[src/rtl/mem_pkg.sv]
// Shared types for the data-memory responder: access sizes and FSM states.
package mem_pkg;

  typedef enum logic [1:0] {SZ_BYTE, SZ_HALF, SZ_WORD, SZ_RSVD} size_t;

  typedef enum logic [1:0] {S_IDLE, S_WAIT, S_RESP} mstate_t;

endpackage

[src/rtl/store_lane_align.sv]
// Steers right-justified store data onto big-endian byte lanes and flags
// accesses that are misaligned or use the reserved size code.
module store_lane_align
  import mem_pkg::*;
(
  input  logic [1:0]  size,
  input  logic [1:0]  addr_lo,
  input  logic [31:0] wdata,
  output logic [31:0] lane_data,
  output logic [3:0]  byte_en,
  output logic        misalign
);

  // Byte 0 of the word lives in [31:24], so lane selection counts down from the MSB.
  always_comb begin
    lane_data = wdata;
    byte_en   = 4'b0000;
    misalign  = 1'b0;
    case (size_t'(size))
      SZ_BYTE: begin
        lane_data = {4{wdata[7:0]}};
        byte_en   = 4'b1000 >> addr_lo;
      end
      SZ_HALF: begin
        lane_data = {2{wdata[15:0]}};
        byte_en   = addr_lo[1] ? 4'b0011 : 4'b1100;
        misalign  = addr_lo[0];
      end
      SZ_WORD: begin
        byte_en  = 4'b1111;
        misalign = (addr_lo != 2'b00);
      end
      default: begin
        misalign = 1'b1;
      end
    endcase
    if (misalign) byte_en = 4'b0000;
  end

endmodule

[src/rtl/mem_responder.sv]
// Word-organised data memory for the multicycle MIPS core: req/ack handshake
// with programmable wait states, byte-enabled big-endian stores, aligned-word loads.
module mem_responder
  import mem_pkg::*;
#(
  parameter int AW          = 6,
  parameter int WAIT_CYCLES = 2
) (
  input  logic        clk,
  input  logic        reset,
  input  logic        req,
  input  logic        we,
  input  logic [1:0]  size,
  input  logic [31:0] addr,
  input  logic [31:0] wdata,
  output logic [31:0] rdata,
  output logic        ack,
  output logic        err
);

  localparam logic [3:0] CNT_INIT = (WAIT_CYCLES > 0) ? 4'(WAIT_CYCLES - 1) : 4'd0;

  mstate_t     state;
  logic [3:0]  cnt;
  logic        we_q;
  logic [1:0]  size_q;
  logic [AW+1:0] addr_q;
  logic [31:0] wdata_q;

  logic [31:0] mem [0:(1<<AW)-1];

  logic          use_live, commit;
  logic          cur_we;
  logic [1:0]    cur_size;
  logic [AW+1:0] cur_addr;
  logic [31:0]   cur_wdata;
  logic [AW-1:0] idx;
  logic [31:0]   lane_data;
  logic [3:0]    byte_en;
  logic          misalign;
  logic          addr_unused;

  assign addr_unused = ^addr[31:AW+2];

  // With zero wait states the access completes on the acceptance edge itself,
  // so the live inputs must drive the datapath while idle.
  assign use_live  = (state == S_IDLE);
  assign cur_we    = use_live ? we : we_q;
  assign cur_size  = use_live ? size : size_q;
  assign cur_addr  = use_live ? addr[AW+1:0] : addr_q;
  assign cur_wdata = use_live ? wdata : wdata_q;
  assign idx       = cur_addr[AW+1:2];

  assign commit = !reset &&
                  (((state == S_WAIT) && (cnt == 4'd0)) ||
                   ((WAIT_CYCLES == 0) && (state == S_IDLE) && req));

  store_lane_align u_align (
    .size      (cur_size),
    .addr_lo   (cur_addr[1:0]),
    .wdata     (cur_wdata),
    .lane_data (lane_data),
    .byte_en   (byte_en),
    .misalign  (misalign)
  );

  // Handshake FSM; ack/err/rdata are registered on the edge entering RESP.
  always_ff @(posedge clk or posedge reset) begin
    if (reset) begin
      state   <= S_IDLE;
      cnt     <= 4'd0;
      ack     <= 1'b0;
      err     <= 1'b0;
      rdata   <= 32'd0;
      we_q    <= 1'b0;
      size_q  <= 2'b00;
      addr_q  <= '0;
      wdata_q <= 32'd0;
    end else begin
      ack <= 1'b0;
      err <= 1'b0;
      case (state)
        S_IDLE: begin
          if (req) begin
            we_q    <= we;
            size_q  <= size;
            addr_q  <= addr[AW+1:0];
            wdata_q <= wdata;
            cnt     <= CNT_INIT;
            state   <= (WAIT_CYCLES == 0) ? S_RESP : S_WAIT;
          end
        end
        S_WAIT: begin
          if (cnt == 4'd0) state <= S_RESP;
          else             cnt   <= cnt - 4'd1;
        end
        S_RESP:  state <= S_IDLE;
        default: state <= S_IDLE;
      endcase
      if (commit) begin
        ack <= 1'b1;
        err <= misalign;
        if (!cur_we && !misalign) rdata <= mem[idx];
      end
    end
  end

  // Array is deliberately not reset; only enabled lanes of a good store change.
  always_ff @(posedge clk) begin
    if (commit && cur_we && !misalign) begin
      for (int b = 0; b < 4; b++) begin
        if (byte_en[b]) mem[idx][8*b +: 8] <= lane_data[8*b +: 8];
      end
    end
  end

endmodule

[config.mk]
export PLATFORM = sky130hd
export DESIGN_NAME = mem_responder
export DESIGN_NICKNAME = d
export VERILOG_FILES = /design/src/rtl/mem_pkg.sv /design/src/rtl/store_lane_align.sv /design/src/rtl/mem_responder.sv
export SDC_FILE = /design/constraint.sdc
export NUM_CORES = 2
export LEC_CHECK = 0
export ABC_AREA = 1
export BUFFER_PORTS_ARGS = -buffer_cell sky130_fd_sc_hd__clkbuf_2
export CORE_UTILIZATION = 51
export CTS_CLUSTER_SIZE = 12
export DETAILED_ROUTE_END_ITERATION = 16
export PLACE_DENSITY = 0.67
export SYNTH_ARGS = -nofsm -noshare
export SYNTH_HDL_FRONTEND = slang
export SYNTH_SLANG_ARGS = --single-unit
[constraint.sdc]
create_clock -name clk -period 5.66 [get_ports clk]
set_clock_uncertainty 0.2 [all_clocks]
set_input_delay 0.283 -clock clk [delete_from_list [all_inputs] [get_ports clk]]
set_output_delay 0.283 -clock clk [all_outputs]
set_load 0.03 [all_outputs]
==> run summary <==
Derived from the worst setup path, the maximum achievable clock frequency is 0.216 GHz. The flow ran to the end, and the final reports show no timing, DRC or antenna violations. The logs give 9032 for the number of nets in the layout and 0 for the max capacitance violation total. The clock-pin slew reported for the worst setup and hold paths after clock tree synthesis came out at 0.06 ns.

The routed metal-1 wirelength is 99.4 mm. A synthesized cell averages 10.5 um2. Once the clock tree was built, the resizer swapped 0 gates to a different size. Summed over all layers, the global routing overflow is 0. The worst pin sits at a relative slew slack of 14.9%. TritonCTS built the clock tree.

The number of buffer cells added on primary ports is 79, and the total count of hold-check failures in the final report is 0. Once the floorplan was initialized, standard cells occupied 51.4% of the core. The HPWL after detailed placement is 153 mm. The first detailed-routing pass took 6 iterations. The run gives 0.87 ns as the clock latency at the later pin of the worst-skew pair. The switching power share of the total was 42.8%; the number of hold buffers added after CTS was 125. The tools report the area inside the core boundary as 0.179 mm2. At the worst endpoint, the required time is 5.94 ns. Grouping stages by cell kind, the critical path spends the most delay in simple AND/OR/NAND/NOR gates.

At the pin with the least slew margin, the transition time is 1.28 ns. The data arrival time at the worst-slack endpoint is 4.91 ns. The number of nets handed over by synthesis was 8841. The count of nets left with antenna violations once routing finished came out at 0. Entering global routing, the biggest net connects 203 pins.

The initial detailed-routing violation count is 7313. Counting along the longest clock path gives a buffer depth of 3. The instance count after placement with tap cells included was 11000; the buffering stage count on the worst path with inverters included was 2. Sequential cells account for 36.5% of the total power. The register area share after synthesis was 69.1%.

The run gives 20 as the initial antenna violation count. Clock tree synthesis selected as its root buffer the cell clkbuf_16. Excluding fillers, the count of instances in the completed layout stands at 11500. In this run the critical register-to-register path is launched from state[0]. Synthesis handed over a netlist of 8769 instances. The routed design uses 24.0 mm of met3 wire.

For the number of global-route vias before repair, the log shows 58100. The power density over the cells is 597 mW/mm2, and the peak supply drop is 0.000960 V. The area growth from synthesis to layout is 12.1%.

The signal on the critical path passes through nor2_4 > nand2_1 > o21ai_4 > inv_1 > nor3_2 > buf_4 > nand2_1 > nor2_1. For the number of buffers added for setup after CTS, the log shows 0. STA classifies the critical path startpoint as a flip-flop. The die outline width is 427 um.

The via count came out at 61100. The type of the tightest min-delay check is reg2reg. The most numerous cell type found on the critical path is nand2_1. The period utilization was 81.6%; the share of power burned in the clock network was 21.7%. Number of pins with negative max-slew slack in the final report: 0.

The highest metal layer carrying signal wires in the routed design is met5. The share of total power dissipated in combinational logic is 41.8%. For the cell-internal power, the log shows 35200 uW. The cell type of the slowest stage on the worst timing path is nand2_1. The worst setup path is of the reg2reg kind.

The tools report the number of primary I/O pins as 104. The floorplan step defined a die boundary enclosing 0.182 mm2. In this run the worst path has a maximum fanout of 40. Number of clock sinks: 2131. The overall track demand over capacity in global routing is 27.6%, and the number of CTS-inserted buffers is 213. The layout has 14700 filler cells. For the summed instance area of the synthesized netlist, the log shows 0.0920 mm2.

The start point of the critical path was state[0]. In this run the power spent charging and discharging nets is 26400 uW. The final routed wire length divided by cell count came out at 21.7 um. The first global-routing pass estimated 368 mm of wire.

Capturing element type of the critical path: a flip-flop. The via density per instance works out to 5.31. The worst hold path begins at cnt[1].

For the finished layout, the period the worst path requires is 4.62 ns. After detailed routing, the met2 layer carries 115 mm of wire. The number of rows created at floorplan came out at 155. In this run the vertical extent of the chip is 427 um.

On the worst path, the slowest cell contributes a delay of 0.94 ns. Setup violations remaining at the end of the flow were counted as 0. Setup repair after global routing left no endpoint under its margin. At the end of routability-driven placement, the weighted congestion stood at 0.898. Summed over all cells, the static leakage comes to 0.0431 uW.

The share of layout cells above drive strength 1 came out at 6.99%. The number of remaining DRC errors is 0, and the total negative slack for setup checks is 0 ns. Number of register bits inferred by synthesis: 2131. Yosys mapped the design onto 38 distinct sky130hd cell types. For this run, the number of Yosys warnings is 0.

H-tree depth: 4. The wire length after detailed routing came out at 249 mm.
-- flip-flops by register name, indices dropped and copies added, names as in the netlist --
name and flops:
mem 2048, state 2, err 1, size_q 2
cnt 4, rdata 32, addr_q 8, we_q 1
wdata_q 32, ack 1
-- final timing paths --
kind                               endpoint  slack (ns)  cells after the start
worst min register to register       cnt[1]        0.29                      2
max in group asynchronous         rdata[10]        3.48                      5
worst max register to register  mem[15][30]        1.04                      8
min in group asynchronous          rdata[6]        0.35                      4
worst min-delay path                 cnt[1]        0.29                      2
worst max-delay path            mem[15][30]        1.04                      8
-- routing by layer --
layer,up-vias,GRT usage [%]
met3,469,5.50
met5,-,0
met2,2782,43.8
li1,28700,-
met4,4,11.4
met1,29200,37.2
-- logic make-up (layout without fill, tap and decap cells) --
| family | Yosys count | after routing | share of synthesized area [%] |
|---|---|---|---|
| AND/OR/NAND/NOR | 3797 | 3797 | 16.8 |
| buffers and inverters | 2210 | 2569 | 9.54 |
| flip-flops | 2131 | 2131 | 69.1 |
| AO/OA/AOI/OAI | 629 | 629 | 4.55 |
| adder cells (fa/ha/maj) | 2 | 2 | 0.0272 |
| other | 0 | 14 | 0 |
-- power groups by stage --
stage / logic, uW / registers (uW) / clock network, uW
after floorplan: 14200 / 23300 / 0
after global placement: 24600 / 22700 / 0
after detailed placement: 25000 / 22700 / 0
after CTS: 25400 / 22400 / 13500
after global routing: 27700 / 22500 / 14100
final: 25800 / 22400 / 13400
-- area by class of cell --
type | count | area, um2 | share of cell area [%]
Antenna cell | 14 | 35.0 | 0.0340
Clock buffer | 322 | 5930 | 5.75
Clock inverter | 61 | 611 | 0.592
Inverter | 1792 | 6730 | 6.53
Multi-Input combinational cell | 4428 | 20000 | 19.4
Sequential cell | 2131 | 63600 | 61.7
Tap cell | 2355 | 2950 | 2.86
Timing Repair Buffer | 394 | 3320 | 3.22
-- stage by stage --
stage | setup WS [ns] | hold WS, ns | total power (uW) | cell area [um2] | util, %
floorplan | 0.867 | 0.193 | 37500 | 92000 | -
global placement | 1.24 | 0.119 | 47300 | 95300 | 53.3
detailed placement | 1.13 | 0.120 | 47800 | 95300 | 53.3
CTS | 1.09 | 0.295 | 61300 | 103000 | 57.7
global route | 0.842 | 0.332 | 64200 | 103000 | 57.7
finish | 1.04 | 0.294 | 61600 | 103000 | 57.7
-- worst register-to-register path, cell delays in order (launching register included) --
cell and delay (ns):
dfrtp_1 0.43, nor2_4 0.40, nand2_1 0.19, o21ai_4 0.22, inv_1 0.19, nor3_2 0.18, buf_4 0.55, nand2_1 0.96
nor2_1 0.93
-- synth_stat cells, drive strengths merged --
cell	n	share of area, %
a21oi	14	0.088
a31oi	1	0.023
buf	282	1.7
clkbuf	136	0.56
clkinv	1	0.0041
dfrtp	83	2.3
edfxtp	2048	67
ha	2	0.027
inv	1791	7.3
nand2	2475	10
nand3	699	3.8
nand3b	1	0.0082
nand4	27	0.18
nor2	557	2.3
nor3	7	0.073
o211ai	362	3.0
o21a	9	0.073
o21ai	232	1.3
o221ai	4	0.038
o22ai	6	0.041
o31ai	1	0.0082
or2	31	0.21
-- layout by cell type, fill, tap and decap left out, types with 15 or more instances in the layout --
cell and instances:
o21ai_1 16, or2_2 30, clkbuf_1 90, clkinv_1 26
clkbuf_16 213, buf_4 170, dfrtp_1 83, o21ai_4 15
o211ai_1 362, clkbuf_2 79, clkbuf_8 19, buf_12 20
dlygate4sd3_1 125, edfxtp_1 2048, nor2_1 542, nand3_1 696
inv_1 1776, clkinv_2 16, nand4_1 27, nand2_1 2471
o21ai_0 200
Note: power is estimated with default switching activity, not from simulation.
